**src/rtl/mux_pkg.sv**
```systemverilog
// Shared definitions for the arbitrating mux family.
// Mode constants and select-width helper.
package mux_pkg;

   localparam int MODE_FIXED = 0;
   localparam int MODE_RR    = 1;

   function automatic int sel_width(input int n);
      return (n > 1) ? $clog2(n) : 1;
   endfunction

endpackage

```
**src/rtl/arb_mux_reg_if.sv**
```systemverilog
// Handshake bundle for arb_mux_reg.
// master drives the sources and sink-ready; slave is the mux.
interface arb_mux_reg_if
   import mux_pkg::*;
#(
   parameter int WIDTH = 32,
   parameter int N_IN  = 4
);

   localparam int SEL_W = sel_width(N_IN);

   logic [N_IN*WIDTH-1:0] in_data;
   logic [N_IN-1:0]       in_valid;
   logic [N_IN-1:0]       in_ready;
   logic [WIDTH-1:0]      out_data;
   logic                  out_valid;
   logic                  out_ready;
   logic [SEL_W-1:0]      out_sel;

   modport master (
      output in_data,
      output in_valid,
      output out_ready,
      input  in_ready,
      input  out_data,
      input  out_valid,
      input  out_sel
   );

   modport slave (
      input  in_data,
      input  in_valid,
      input  out_ready,
      output in_ready,
      output out_data,
      output out_valid,
      output out_sel
   );

endinterface

```
**src/rtl/rr_grant.sv**
```systemverilog
// One-hot grant plus encoded index from a request vector.
// Round-robin search starts at ptr; fixed mode starts at 0.
module rr_grant
   import mux_pkg::*;
#(
   parameter int N_IN = 4,
   parameter int MODE = MODE_FIXED,
   localparam int SEL_W = sel_width(N_IN)
) (
   input  logic [N_IN-1:0]  req,
   input  logic [SEL_W-1:0] ptr,
   output logic [N_IN-1:0]  grant,
   output logic [SEL_W-1:0] idx
);

   logic [2*N_IN-1:0] mask;
   logic [2*N_IN-1:0] hit;
   logic              found;
   int                base;

   // Lower copy masked below ptr, upper copy open: wraps the search.
   always_comb begin
      mask = '1;
      base = (MODE == MODE_RR) ? int'(ptr) : 0;
      for (int j = 0; j < N_IN; j++)
         mask[j] = (j >= base);
      hit = {req, req} & mask;
   end

   always_comb begin
      grant = '0;
      idx   = '0;
      found = 1'b0;
      for (int j = 0; j < 2*N_IN; j++) begin
         if (hit[j] && !found) begin
            found             = 1'b1;
            grant[j % N_IN]   = 1'b1;
            idx               = SEL_W'(j % N_IN);
         end
      end
   end

endmodule

```
**src/rtl/arb_mux_reg.sv**
```systemverilog
// N-input arbitrating mux with a one-entry registered output.
// Fixed-priority or round-robin grant; reload on drain, no bubble.
module arb_mux_reg
   import mux_pkg::*;
#(
   parameter int WIDTH = 32,
   parameter int N_IN  = 4,
   parameter int MODE  = MODE_FIXED
) (
   input logic         clk,
   input logic         rst_n,
   arb_mux_reg_if.slave bus
);

   localparam int SEL_W = sel_width(N_IN);

   logic [N_IN-1:0]  req;
   logic [N_IN-1:0]  grant;
   logic [SEL_W-1:0] gidx;
   logic [SEL_W-1:0] rr_ptr;
   logic             load;
   logic             take;
   logic [WIDTH-1:0] mux_data;
   logic [WIDTH-1:0] data_q;
   logic [SEL_W-1:0] sel_q;
   logic             valid_q;

   // Grant is forced off while reset is held.
   assign req = rst_n ? bus.in_valid : '0;

   rr_grant #(
      .N_IN (N_IN),
      .MODE (MODE)
   ) u_grant (
      .req   (req),
      .ptr   (rr_ptr),
      .grant (grant),
      .idx   (gidx)
   );

   assign load        = !valid_q || bus.out_ready;
   assign bus.in_ready = grant & {N_IN{load}};
   assign take        = |bus.in_ready;

   always_comb begin
      mux_data = '0;
      for (int i = 0; i < N_IN; i++)
         mux_data |= bus.in_data[i*WIDTH +: WIDTH] & {WIDTH{grant[i]}};
   end

   always_ff @(posedge clk or negedge rst_n) begin
      if (!rst_n) begin
         valid_q <= 1'b0;
         data_q  <= '0;
         sel_q   <= '0;
      end else if (take) begin
         valid_q <= 1'b1;
         data_q  <= mux_data;
         sel_q   <= gidx;
      end else if (bus.out_ready) begin
         valid_q <= 1'b0;
      end
   end

   always_ff @(posedge clk or negedge rst_n) begin
      if (!rst_n) begin
         rr_ptr <= '0;
      end else if (take && MODE == MODE_RR) begin
         if (int'(gidx) == N_IN - 1)
            rr_ptr <= '0;
         else
            rr_ptr <= gidx + SEL_W'(1);
      end
   end

   assign bus.out_data  = data_q;
   assign bus.out_valid = valid_q;
   assign bus.out_sel   = sel_q;

endmodule
```
**src/flat_wrapper.sv**
```systemverilog
// flat-port wrapper written by rule: the top's interface ports become plain ports
module arb_mux_reg_flat import mux_pkg::*;
#(
   parameter int WIDTH = 32,
   parameter int N_IN  = 4,
   parameter int MODE  = MODE_FIXED
)
  (clk, rst_n, bus_in_data, bus_in_valid, bus_out_ready, bus_in_ready, bus_out_data, bus_out_valid, bus_out_sel);
  arb_mux_reg_if #(.WIDTH(WIDTH), .N_IN(N_IN)) bus_i ();
  input logic clk;
  input logic rst_n;
  input wire logic [$bits(bus_i.in_data)-1:0] bus_in_data;
  input wire logic [$bits(bus_i.in_valid)-1:0] bus_in_valid;
  input wire logic [$bits(bus_i.out_ready)-1:0] bus_out_ready;
  output wire logic [$bits(bus_i.in_ready)-1:0] bus_in_ready;
  output wire logic [$bits(bus_i.out_data)-1:0] bus_out_data;
  output wire logic [$bits(bus_i.out_valid)-1:0] bus_out_valid;
  output wire logic [$bits(bus_i.out_sel)-1:0] bus_out_sel;
  assign bus_i.in_data = bus_in_data;
  assign bus_i.in_valid = bus_in_valid;
  assign bus_i.out_ready = bus_out_ready;
  assign bus_in_ready = bus_i.in_ready;
  assign bus_out_data = bus_i.out_data;
  assign bus_out_valid = bus_i.out_valid;
  assign bus_out_sel = bus_i.out_sel;
  arb_mux_reg #(.WIDTH(WIDTH), .N_IN(N_IN), .MODE(MODE)) u_core (.clk(clk), .rst_n(rst_n), .bus(bus_i));
endmodule
```
**config.mk**
```make
export PLATFORM = sky130hd
export DESIGN_NAME = arb_mux_reg_flat
export DESIGN_NICKNAME = d
export VERILOG_FILES = /design/src/rtl/mux_pkg.sv /design/src/rtl/arb_mux_reg_if.sv /design/src/rtl/rr_grant.sv /design/src/rtl/arb_mux_reg.sv /design/src/flat_wrapper.sv
export SDC_FILE = /design/constraint.sdc
export NUM_CORES = 1
export LEC_CHECK = 0
export ABC_CLOCK_PERIOD_IN_PS = 3500
export CAP_MARGIN = 30
export CORE_MARGIN = 5
export CORE_UTILIZATION = 30
export DETAILED_ROUTE_END_ITERATION = 8
export GPL_ROUTABILITY_DRIVEN = 0
export PLACE_DENSITY = 0.74
export SYNTH_ARGS = -nofsm -noshare
export SYNTH_HDL_FRONTEND = slang
export SYNTH_HIERARCHICAL = 1
export SYNTH_SLANG_ARGS = --single-unit
```
**constraint.sdc**
```tcl
create_clock -name clk -period 3.5 [get_ports clk]
set_input_delay 0.35 -clock clk [delete_from_list [all_inputs] [get_ports clk]]
set_output_delay 0.35 -clock clk [all_outputs]
set_load 0.02 [all_outputs]
```
==> flow_summary.yaml, run 1 <==
run_status:
  status: "completed"
layout:
  final_common_cell: "clkdlybuf4s50_1"
  fill_cells: 675
  area_growth_pct: 85.3
  drive_gt1_share_pct: 14.9
  layout_common_cells: "clkdlybuf4s50_1, a22oi_1, dfrtp_1, nand2_1, mux2_4"
  nNetsFinal: 511
  final_util_pct: 57.0
  antenna_cells: 0
critical_path:
  cp-start-kind: "primary input"
  arrival_ns: 2.37
  path_class: "primary input to output pin"
  rrSetupSlack_ns: 2.13
  crit_required_ns: 3.15
  critPathCaptureType: "output pin"
  path_max_fanout: 38
power:
  leakagePower_nw: 1.76
  ir_drop_uv: 181
  combPwrFrac_pct: 49.0
  swShare_pct: 31.2
  power_mw: 1.60
  p_int_mw: 1.10
  p_clk_share_pct: 16.3
  p_seq_share_pct: 34.6
  power_density_mw_per_mm2: 387
  p_switching_mw: 0.499
routing:
  ant_nets: 0
  vias: 2303
  drt_wl_total_mm: 8.17
  post_drt_via_cell_ratio: 4.86
  drc: 0
  wl_per_cell_um: 17.2
  drtIter0Drc: 45
  first_pass_iters: 4
sta:
  drv_slew: 0
  fmax_mhz: 367
  finalHoldViolations: 0
  rsz0062_at_grt: "no"
  fin_setup_tns_ns: 0
  setup_violations: 0
  finClkSkew_ns: 0.00299
  whs_ns: 0.161
  min_period_ns: 2.72
  relSlewSlack_pct: 70.0
  tightest_slew_ns: 0.450
  fin_crit_sh_pct: 77.9
clock_tree:
  clock-root-buffer: "clkbuf_8"
  cts-buffers-inserted: 5
  clk_latency_ns: 0.27
  clkTransAtPathRegs_ns: 0.07
  post_cts_buffers: 0
  cts_sinks: 35
  h-tree-depth: 2
  cts_tree: "yes"
  ctsResizeCount: 0
  ctsHoldBuffers: 0
  cts_buffer_depth: 2
worst_hold_path:
  hp-class: "primary input to asynchronous set/reset pin"
run:
  cap_violations: 0
global_route:
  grt_max_degree: 39
  grt_pass1_wl_mm: 12.3
  grt_pass1_vias: 2487
  antenna_found_initial: 0
  grt_overflow: 0
  gr-usage-all-layers_pct: 17.2
synth:
  synth_area_mm2: 0.00223
  synth_cells: 206
  synth_fp_nets: 341
  syn_avg_cell_area_um2: 10.8
  yosys_warnings: 10
floorplan:
  start_util_pct: 30.8
  die_y_um: 96.3
  die-area_mm2: 0.00927
  fp.dieW_um: 96.3
  rows: 31
  core-area_mm2: 0.00725
  ios: 174
placed_design:
  port_buffers: 173
  hpwl_mm: 6.46
flip-flops by register name, summed over array words and instances, names as in the netlist:
name                  count
u_core/bus.out_data      32
u_core/bus.out_sel        2
u_core/bus.out_valid      1
critical path, cell delays in order:
cell and delay, ns:
clkdlybuf4s50_1 0.39, and2_1 0.17, buf_4 0.28, nor2_2 0.37
and2_1 0.20, clkdlybuf4s50_1 0.60
per-layer routing:
metal | vias to the layer above | share of wire (%) | global-route usage, %
met2 | 85 | 54 | 31.3
met3 | 6 | 6.3 | 3.67
met1 | 1106 | 39 | 20.1
li1 | 1106 | - | -
met5 | - | 0 | 0
met4 | 0 | 1.1 | 4.74
power by group through the flow:
stage	Clock, mW	Combinational (mW)	Sequential [mW]
2_1_floorplan	0	0.258	0.678
3_3_place_gp	0	0.783	0.560
3_5_place_dp	0	0.791	0.561
4_1_cts	0.276	0.795	0.556
5_1_grt	0.296	0.827	0.569
6_report	0.261	0.785	0.555
layout make-up:
type | instances | area (µm²) | area share (%)
Multi-Input combinational cell | 149 | 1250 | 30.3
Inverter | 2 | 7.51 | 0.182
Tap cell | 99 | 124 | 3.00
Timing Repair Buffer | 183 | 1800 | 43.6
Sequential cell | 35 | 876 | 21.2
Clock buffer | 6 | 72.6 | 1.75
metrics by stage:
stage | instances | setup WS (ns) | area (µm²)
2_1_floorplan | 206 | 1.69 | 2230
3_3_place_gp | 468 | 0.761 | 4060
3_5_place_dp | 468 | 0.744 | 4060
4_1_cts | 474 | 0.744 | 4140
5_1_grt | 474 | 0.665 | 4140
6_report | 474 | 0.775 | 4140
worst paths after layout:
check,from,to,cells after the start
setup / recovery,bus_in_valid[0],bus_in_ready[1],6
hold / removal,rst_n,u_core/bus.out_sel[1],2
setup reg to reg,u_core/bus.out_valid,u_core/bus.out_data[18],3
hold reg to reg,u_core/bus.out_data[19],u_core/bus.out_data[19],1
max in group asynchronous,rst_n,u_core/bus.out_data[31],2
min in group clk,u_core/bus.out_data[19],u_core/bus.out_data[19],1
Power figures use the tool's default switching activity.
==> run 2: changes to the inputs <==
--- a/config.mk
+++ b/config.mk
@@ -5,13 +5,13 @@
 export SDC_FILE = /design/constraint.sdc
 export NUM_CORES = 1
 export LEC_CHECK = 0
-export ABC_CLOCK_PERIOD_IN_PS = 3500
+export ABC_CLOCK_PERIOD_IN_PS = 2480
 export CAP_MARGIN = 30
 export CORE_MARGIN = 5
 export CORE_UTILIZATION = 30
 export DETAILED_ROUTE_END_ITERATION = 8
 export GPL_ROUTABILITY_DRIVEN = 0
-export PLACE_DENSITY = 0.74
+export PLACE_DENSITY = 0.76
 export SYNTH_ARGS = -nofsm -noshare
 export SYNTH_HDL_FRONTEND = slang
 export SYNTH_HIERARCHICAL = 1
==> constraint.sdc (replaced) <==
create_clock -name clk -period 2.48 [get_ports clk]
set_input_delay 0.248 -clock clk [delete_from_list [all_inputs] [get_ports clk]]
set_output_delay 0.248 -clock clk [all_outputs]
set_load 0.02 [all_outputs]
==> flow_summary.yaml, run 2 (synthesized netlist as in run 1, its figures left out) <==
layout:
  drive_gt1_share_pct: 15.4
  final_cell_count_no_fill: 476
  nNetsFinal: 513
  final_util_pct: 57.4
  fill_cells: 632
  antenna_cells: 0
  final_common_cell: "clkdlybuf4s50_1"
  layout_common_cells: "clkdlybuf4s50_1, a22oi_1, dfrtp_1, nand2_1, mux2_4"
  largest_reg_flops: 32
  area_growth_pct: 86.5
sta:
  tightest_slew_ns: 0.458
  finClkSkew_ns: 0.00581
  fin_setup_tns_ns: 0
  relSlewSlack_pct: 69.5
  worst_slack_ns: 0.109
  fin_crit_sh_pct: 95.6
  fmax_mhz: 422
  rsz0062_at_grt: "no"
  setup_violations: 0
  min_period_ns: 2.37
  drv_slew: 0
  finalHoldViolations: 0
run:
  cap_violations: 0
critical_path:
  r2r_start: "u_core/bus.out_valid"
  rrSetupSlack_ns: 1.10
  cp-start-kind: "primary input"
  crit_required_ns: 2.23
  arrival_ns: 2.12
  critPathCaptureType: "output pin"
  path_class: "primary input to output pin"
  path_max_fanout: 4
  startpoint: "bus_in_valid[1]"
clock_tree:
  cts_tree: "yes"
  clkTransAtPathRegs_ns: 0.07
  h-tree-depth: 2
  cts-buffers-inserted: 5
  clk_latency_ns: 0.27
  clock-root-buffer: "clkbuf_8"
  post_cts_buffers: 0
  cts_sinks: 35
  cts_buffer_depth: 2
  ctsResizeCount: 0
  ctsHoldBuffers: 0
global_route:
  antenna_found_initial: 0
  grt_max_degree: 36
  grt_overflow: 0
  grt_pass1_wl_mm: 12.5
  gr-usage-all-layers_pct: 17.5
  grt_pass1_vias: 2550
routing:
  vias: 2361
  drt_wl_total_mm: 8.50
  wl_per_cell_um: 17.9
  ant_nets: 0
  drc: 0
  post_drt_via_cell_ratio: 4.96
  drtIter0Drc: 54
  first_pass_iters: 4
floorplan:
  start_util_pct: 30.8
  core-area_mm2: 0.00725
  fp.dieW_um: 96.3
  die-area_mm2: 0.00927
  rows: 31
  die_y_um: 96.3
  ios: 174
worst_hold_path:
  hp-class: "primary input to asynchronous set/reset pin"
placed_design:
  dp_slack_ns: 0.118
  port_buffers: 173
  hpwl_mm: 6.86
  place_inst: 470
run_status:
  status: "completed"
power:
  ir_drop_uv: 301
  leakagePower_nw: 1.78
  power_density_mw_per_mm2: 543
[run 2: report_power, final]
group          internal [mW]  leakage, nW  switching, mW
logic                  0.669         1.30          0.449
clock network          0.187       0.0371          0.175
registers              0.707        0.441         0.0757
[run 2: final timing paths]
path,depth (start not counted),end
max in group asynchronous,2,u_core/bus.out_data[21]
min in group clk,1,u_core/bus.out_data[22]
max reg2reg,3,u_core/bus.out_data[20]
min,2,u_core/bus.out_valid
max,5,bus_in_ready[2]
min reg2reg,1,u_core/bus.out_data[22]
[run 2: metal layers]
layer / routed length (µm) / track usage, %
met1: 3290 / 20.1
met2: 4510 / 31.3
met3: 521 / 4.14
met4: 176 / 6.52
met5: 0 / 0
[run 2: critical path, stage by stage]
cell	delay (ns)
clkdlybuf4s50_1	0.39
and2_1	0.22
nor3b_2	0.41
and2_1	0.20
clkdlybuf4s50_1	0.65
[run 2: per-stage QoR]
step | power [mW] | hold WS [ns] | cell area, µm²
4_1_cts | 2.30 | 0.0810 | 4160
2_1_floorplan | 1.32 | -0.0476 | 2230
3_3_place_gp | 1.90 | 0.367 | 4090
3_5_place_dp | 1.92 | 0.376 | 4090
5_1_grt | 2.39 | 0.129 | 4160
6_report | 2.26 | 0.0763 | 4160
[run 2: final cells by class]
class / count / area, µm² / share of cell area [%]
Tap cell: 99 / 124 / 2.98
Timing Repair Buffer: 185 / 1830 / 43.9
Sequential cell: 35 / 876 / 21.0
Multi-Input combinational cell: 149 / 1250 / 30.1
Clock buffer: 6 / 72.6 / 1.74
Inverter: 2 / 7.51 / 0.180
